## src/rtl/rcon_gen_if.sv

```systemverilog
// Request/response bundle between the key-expansion FSM and the round-constant
// generator. The key-expansion side is the master: it issues load/step requests
// and samples dout/idx while ready is high.
interface rcon_gen_if #(
    parameter int WORD_W = 32,
    parameter int IDX_W  = 4
);
    logic              load;
    logic [IDX_W-1:0]  load_idx;
    logic              step_fwd;
    logic              step_bwd;
    logic [WORD_W-1:0] dout;
    logic [IDX_W-1:0]  idx;
    logic              ready;
    logic              err;

    modport master (
        output load, load_idx, step_fwd, step_bwd,
        input  dout, idx, ready, err
    );

    modport slave (
        input  load, load_idx, step_fwd, step_bwd,
        output dout, idx, ready, err
    );
endinterface

```

## src/rtl/rcon_gen.sv

```systemverilog
// AES round-constant generator. Instead of a stored Rcon table the constant is
// produced by repeated GF(2^8) doubling (xtime). Forward steps serve the
// encryption key schedule, backward steps (inverse xtime) serve the inverse
// schedule, and a load seeds a walk from index 0 up to an arbitrary index.
module rcon_gen #(
    parameter int         WORD_W   = 32,
    parameter int         NUM_RCON = 10,
    parameter logic [7:0] POLY     = 8'h1B,
    parameter int         IDX_W    = 4
) (
    input logic        clk,
    input logic        rst,
    rcon_gen_if.slave  bus
);

    typedef enum logic {
        READY = 1'b0,
        SEEK  = 1'b1
    } state_t;

    localparam logic [IDX_W:0]   NUM_L    = (IDX_W+1)'(NUM_RCON);
    localparam logic [IDX_W-1:0] LAST_IDX = IDX_W'(NUM_RCON - 1);
    localparam logic [IDX_W-1:0] IDX_ONE  = IDX_W'(1);

    state_t           state, state_n;
    logic [7:0]       rc, rc_n;
    logic [IDX_W-1:0] idx_q, idx_n;
    logic [IDX_W-1:0] target, target_n;
    logic             err_q, err_n;
    logic             load_bad;
    logic [IDX_W-1:0] idx_inc;

    // Multiply by x in GF(2^8) with the configured reduction term.
    function automatic logic [7:0] xtime(input logic [7:0] a);
        return {a[6:0], 1'b0} ^ (a[7] ? POLY : 8'h00);
    endfunction

    // Divide by x; relies on POLY[0]=1 so an odd value must have been reduced.
    function automatic logic [7:0] inv_xtime(input logic [7:0] b);
        return b[0] ? (((b ^ POLY) >> 1) | 8'h80) : (b >> 1);
    endfunction

    assign load_bad = ({1'b0, bus.load_idx} >= NUM_L);
    assign idx_inc  = idx_q + IDX_ONE;

    // Registered state: everything the outside world sees comes from these flops.
    always_ff @(posedge clk) begin
        if (rst) begin
            state  <= READY;
            rc     <= 8'h01;
            idx_q  <= '0;
            target <= '0;
            err_q  <= 1'b0;
        end else begin
            state  <= state_n;
            rc     <= rc_n;
            idx_q  <= idx_n;
            target <= target_n;
            err_q  <= err_n;
        end
    end

    // Request arbitration and seek progress; load outranks steps, a rejected
    // request only raises err for one cycle and leaves rc/idx untouched.
    always_comb begin
        state_n  = state;
        rc_n     = rc;
        idx_n    = idx_q;
        target_n = target;
        err_n    = 1'b0;

        case (state)
            READY: begin
                if (bus.load) begin
                    if (load_bad) begin
                        err_n = 1'b1;
                    end else begin
                        rc_n     = 8'h01;
                        idx_n    = '0;
                        target_n = bus.load_idx;
                        if (bus.load_idx != '0) begin
                            state_n = SEEK;
                        end
                    end
                end else if (bus.step_fwd && !bus.step_bwd) begin
                    if (idx_q == LAST_IDX) begin
                        err_n = 1'b1;
                    end else begin
                        rc_n  = xtime(rc);
                        idx_n = idx_inc;
                    end
                end else if (bus.step_bwd && !bus.step_fwd) begin
                    if (idx_q == '0) begin
                        err_n = 1'b1;
                    end else begin
                        rc_n  = inv_xtime(rc);
                        idx_n = idx_q - IDX_ONE;
                    end
                end
            end

            SEEK: begin
                if (bus.load && !load_bad) begin
                    rc_n     = 8'h01;
                    idx_n    = '0;
                    target_n = bus.load_idx;
                    state_n  = (bus.load_idx == '0) ? READY : SEEK;
                end else begin
                    err_n = bus.load;
                    rc_n  = xtime(rc);
                    idx_n = idx_inc;
                    if (idx_inc == target) begin
                        state_n = READY;
                    end
                end
            end

            default: begin
                state_n = READY;
            end
        endcase
    end

    // Place the constant in the top byte of the output word, zeros below.
    always_comb begin
        bus.dout                 = '0;
        bus.dout[WORD_W-1 -: 8]  = rc;
    end

    assign bus.idx   = idx_q;
    assign bus.ready = (state == READY);
    assign bus.err   = err_q;

endmodule
```

## src/flat_wrapper.sv

```systemverilog
// flat-port wrapper written by rule: the top's interface ports become plain ports
module rcon_gen_flat 
#(
    parameter int         WORD_W   = 32,
    parameter int         NUM_RCON = 10,
    parameter logic [7:0] POLY     = 8'h1B,
    parameter int         IDX_W    = 4
)
  (clk, rst, bus_load, bus_load_idx, bus_step_fwd, bus_step_bwd, bus_dout, bus_idx, bus_ready, bus_err);
  rcon_gen_if #(.WORD_W(WORD_W), .IDX_W(IDX_W)) bus_i ();
  input logic clk;
  input logic rst;
  input wire logic [$bits(bus_i.load)-1:0] bus_load;
  input wire logic [$bits(bus_i.load_idx)-1:0] bus_load_idx;
  input wire logic [$bits(bus_i.step_fwd)-1:0] bus_step_fwd;
  input wire logic [$bits(bus_i.step_bwd)-1:0] bus_step_bwd;
  output wire logic [$bits(bus_i.dout)-1:0] bus_dout;
  output wire logic [$bits(bus_i.idx)-1:0] bus_idx;
  output wire logic [$bits(bus_i.ready)-1:0] bus_ready;
  output wire logic [$bits(bus_i.err)-1:0] bus_err;
  assign bus_i.load = bus_load;
  assign bus_i.load_idx = bus_load_idx;
  assign bus_i.step_fwd = bus_step_fwd;
  assign bus_i.step_bwd = bus_step_bwd;
  assign bus_dout = bus_i.dout;
  assign bus_idx = bus_i.idx;
  assign bus_ready = bus_i.ready;
  assign bus_err = bus_i.err;
  rcon_gen #(.WORD_W(WORD_W), .NUM_RCON(NUM_RCON), .POLY(POLY), .IDX_W(IDX_W)) u_core (.clk(clk), .rst(rst), .bus(bus_i));
endmodule
```

## config.mk

```make
export PLATFORM = sky130hd
export DESIGN_NAME = rcon_gen_flat
export DESIGN_NICKNAME = d
export VERILOG_FILES = /design/src/rtl/rcon_gen_if.sv /design/src/rtl/rcon_gen.sv /design/src/flat_wrapper.sv
export SDC_FILE = /design/constraint.sdc
export NUM_CORES = 1
export LEC_CHECK = 0
export BUFFER_PORTS_ARGS = -buffer_cell sky130_fd_sc_hd__buf_2
export CORE_ASPECT_RATIO = 0.7
export CORE_MARGIN = 8
export CORE_UTILIZATION = 50
export CTS_CLUSTER_SIZE = 25
export DETAILED_ROUTE_END_ITERATION = 8
export HOLD_SLACK_MARGIN = 0.05
export PLACE_DENSITY_LB_ADDON = 0.2
export SYNTH_ARGS = -nofsm -noshare
export SYNTH_HDL_FRONTEND = slang
export SYNTH_SLANG_ARGS = --single-unit
```

## constraint.sdc

```tcl
create_clock -name clk -period 1.79 [get_ports clk]
set_input_delay 0.4475 -clock clk [delete_from_list [all_inputs] [get_ports clk]]
set_output_delay 0.4475 -clock clk [all_outputs]
set_load 0.01 [all_outputs]
```

==> results.py <==
metrics = {
    "worst_setup_path": {
        "rr_worst_depth": 6,
        "end_kind": "flop",
        "crit_fanout": 8,
        "crit_arrival_ns": 1.78,
        "r2r-start": "u_core.bus.idx[1]$_SDFFE_PP0P_",
        "cp_top_family": "compound AO/OA/AOI/OAI gates",
        "crit_slowest_cell": "dfxtp_1",
        "crit_chain": "inv_1 > ha_1 > nor3b_4 > a2bb2oi_2 > nand2_2 > a21oi_1",
        "r2r_slack_ns": 0.19,
        "cp_slowest_stage_delay_ns": 0.32,
        "rr_endpoint": "u_core.rc[5]$_SDFFE_PP0P_",
        "path_class": "reg -> reg",
        "start_kind": "flop",
        "cp.required_ns": 1.97,
        "path_buf_inv": 1,
    },
    "placement": {
        "port_buffers": 22,
        "dp_hpwl_mm": 2.45,
        "placed_area_sq_mm": 0.00147,
        "gp_congestion": 0.854,
        "place_ws_ns": 0.0342,
    },
    "final_layout": {
        "nets": 204,
        "final_common_cell": "conb_1",
        "syn2layout_area_growth_pct": 12.4,
        "diodes": 0,
        "mostFrequentLayoutCells": "conb_1 (24), buf_2 (22), dfxtp_1 (18), a21oi_1 (14), buf_4 (12)",
        "drive_gt1_frac": 0.253,
        "finalInstanceArea_sq_mm": 0.00153,
    },
    "detailed_routing": {
        "routed_wirelength_mm": 3.14,
        "avgViaCountPerCell": 5.19,
        "wl_per_cell_um": 13.9,
        "ant_nets": 0,
        "drc": 0,
        "first_iter_violations": 85,
        "drt_first_pass_iters": 4,
        "routed-via-count": 1172,
    },
    "die": {
        "core-area_sq_mm": 0.00270,
        "start_util": 0.505,
        "die_w_um": 78.4,
        "ios": 47,
        "rows": 16,
        "fp.dieH_um": 59.7,
        "die_area_sq_mm": 0.00468,
    },
    "timing": {
        "setup_tns_ns": 0,
        "period_share": 0.892,
        "fin_ws_ns": 0.193,
        "skew_ns": 0.00691,
        "slew_viol_final": 0,
        "hold_viol": 0,
        "rsz0062_at_grt": "false",
        "finalCriticalPeriod_ns": 1.60,
        "setup_viol": 0,
        "max_clock_freq_mhz": 626,
    },
    "clock_network": {
        "cts_root_buf": "clkbuf_8",
        "cts-buffers-inserted": 3,
        "ctsHtreeMaxLevel": 1,
        "path_clk_slew_ns": 0.08,
        "clockBufferDepth": 2,
        "ctsHoldBuffers": 0,
        "cts.sinks": 18,
        "cts_tree": "done",
        "clkLatencyLatePin_ns": 0.26,
    },
    "synth": {
        "synth_top_area_frac": 0.264,
        "synth_area_sq_mm": 0.00136,
        "ys_seq_elements": 18,
        "postSynthAreaPerCell_sq_um": 8.42,
        "async_flop_share": 0,
        "synth_top_area_cell": "dfxtp_1",
        "synth_ff_type": "dfxtp_1",
        "syn_inst": 162,
        "yosysWarnings": 0,
        "synth-edff-count": 0,
        "ys_top_cells_by_area": "dfxtp_1 (26%), buf_4 (13%), xor2_1 (5.8%), a22oi_1 (5.5%), a21oi_1 (5.1%)",
        "synth-seq-area-share": 0.264,
        "yosysUniqueCellTypes": 38,
    },
    "grt": {
        "globalRouteTotalUtil": 0.131,
        "grt_pass1_vias": 1129,
        "gr-total-overflow": 0,
        "grt_antenna_before_repair": 0,
        "grt_max_degree": 13,
        "grt_pass1_wl_mm": 5.07,
    },
    "pwr": {
        "power.density_mw_per_mm2": 829,
        "ir_drop_uv": 268,
        "cellLeakagePower_nw": 0.692,
    },
    "worst_hold_path": {
        "min-delay-start": "bus_load_idx[0]",
        "min_path_cells": 3,
        "holdCritPathClass": "in -> reg",
        "whs_endpoint": "u_core.target[0]$_SDFFE_PP0P_",
    },
    "status": {
        "status": "complete, no violations",
    },
    "flow_run": {
        "maxCapViolCount": 0,
    },
}
==> through the flow <==
step           utilization  power (mW)  hold WS, ns  std cells
2_1_floorplan            -       0.833        0.449        185
3_3_place_gp         0.544       0.924        0.467        222
3_5_place_dp         0.544       0.927        0.470        222
4_1_cts              0.564        1.27        0.450        226
5_1_grt              0.567        1.35        0.471        226
6_report             0.567        1.27        0.453        226
==> cells in the mapped netlist, types with 2 or more instances <==
cell,n
buf_4,24
dfxtp_1,18
a21oi_1,14
nand2_1,12
a22oi_1,10
xor2_1,9
inv_1,8
o31ai_1,8
nand3_1,5
xnor2_1,5
buf_2,4
clkbuf_1,4
ha_1,4
nor2_1,3
nor3_1,3
o21ai_0,3
o32ai_1,3
nor4_1,2
o211ai_1,2
o21a_1,2
or3b_4,2
==> what timing repair did <==
action                     CTS  global route
gates resized for setup      0             2
buffers inserted             0             0
setup endpoints to repair    0             8
==> flip-flops by register name, indices dropped and copies added (netlist names) <==
signal	cells
u_core.target	4
u_core.bus.idx	4
u_core.state	1
u_core.rc	8
u_core.bus.err	1
==> logic make-up after synthesis <==
logic type,synth area share
adders and majority gates,0.0367
other,0.00275
xor gates and xnor gates,0.0899
AOI/OAI and AO/OA,0.271
buffers and inverters,0.188
muxes,0.00734
and+or+nand+nor,0.140
DFF,0.264
==> area by class of cell <==
| cell class | instances | area (sq um) |
|---|---|---|
| clock buffer | 4 | 55.1 |
| tap | 36 | 45.0 |
| inverter | 8 | 30.0 |
| timing repair buffer | 34 | 200 |
| sequential | 18 | 360 |
| fill | 251 | 1170 |
| multi-input combinational | 126 | 842 |
==> worst register-to-register path, delay by kind of cell (launching register included) <==
family	cells	cell delay (ns)
and+or+nand+nor	2	0.45
DFF	1	0.32
AOI/OAI and AO/OA	2	0.46
adders and majority gates	1	0.20
buffers and inverters	1	0.11
==> per-layer routing <==
layer  up-vias  global-route usage  wire length (um)
met5         -                   0                 0
met4         0              0.0472                25
met3         2              0.0300               282
met2        43               0.202              1290
met1       541               0.173              1550
li1        586                   -                 -
==> worst max-delay path by stage <==
stage,from,end,slack [ns],cells past startpoint
6_report,u_core.bus.idx[1]$_SDFFE_PP0P_,u_core.rc[5]$_SDFFE_PP0P_,0.19,6
5_1_grt,u_core.bus.idx[1]$_SDFFE_PP0P_,u_core.rc[5]$_SDFFE_PP0P_,0.04,6
4_1_cts,u_core.bus.idx[0]$_SDFFE_PP0P_,u_core.rc[6]$_SDFFE_PP0P_,0.09,6
3_5_place_dp,bus_step_bwd,u_core.rc[0]$_SDFFE_PP1P_,0.03,6
3_3_place_gp,bus_step_bwd,u_core.bus.idx[3]$_SDFFE_PP0P_,0.05,6
2_1_floorplan,u_core.bus.idx[0]$_SDFFE_PP0P_,u_core.bus.idx[2]$_SDFFE_PP0P_,0.16,6
==> where the power goes <==
part	switching (mW)	internal [mW]
clock	0.145	0.195
sequential	0.0530	0.442
combinational	0.240	0.196
total	0.438	0.833
No activity file was read; power rests on OpenSTA's default activity.
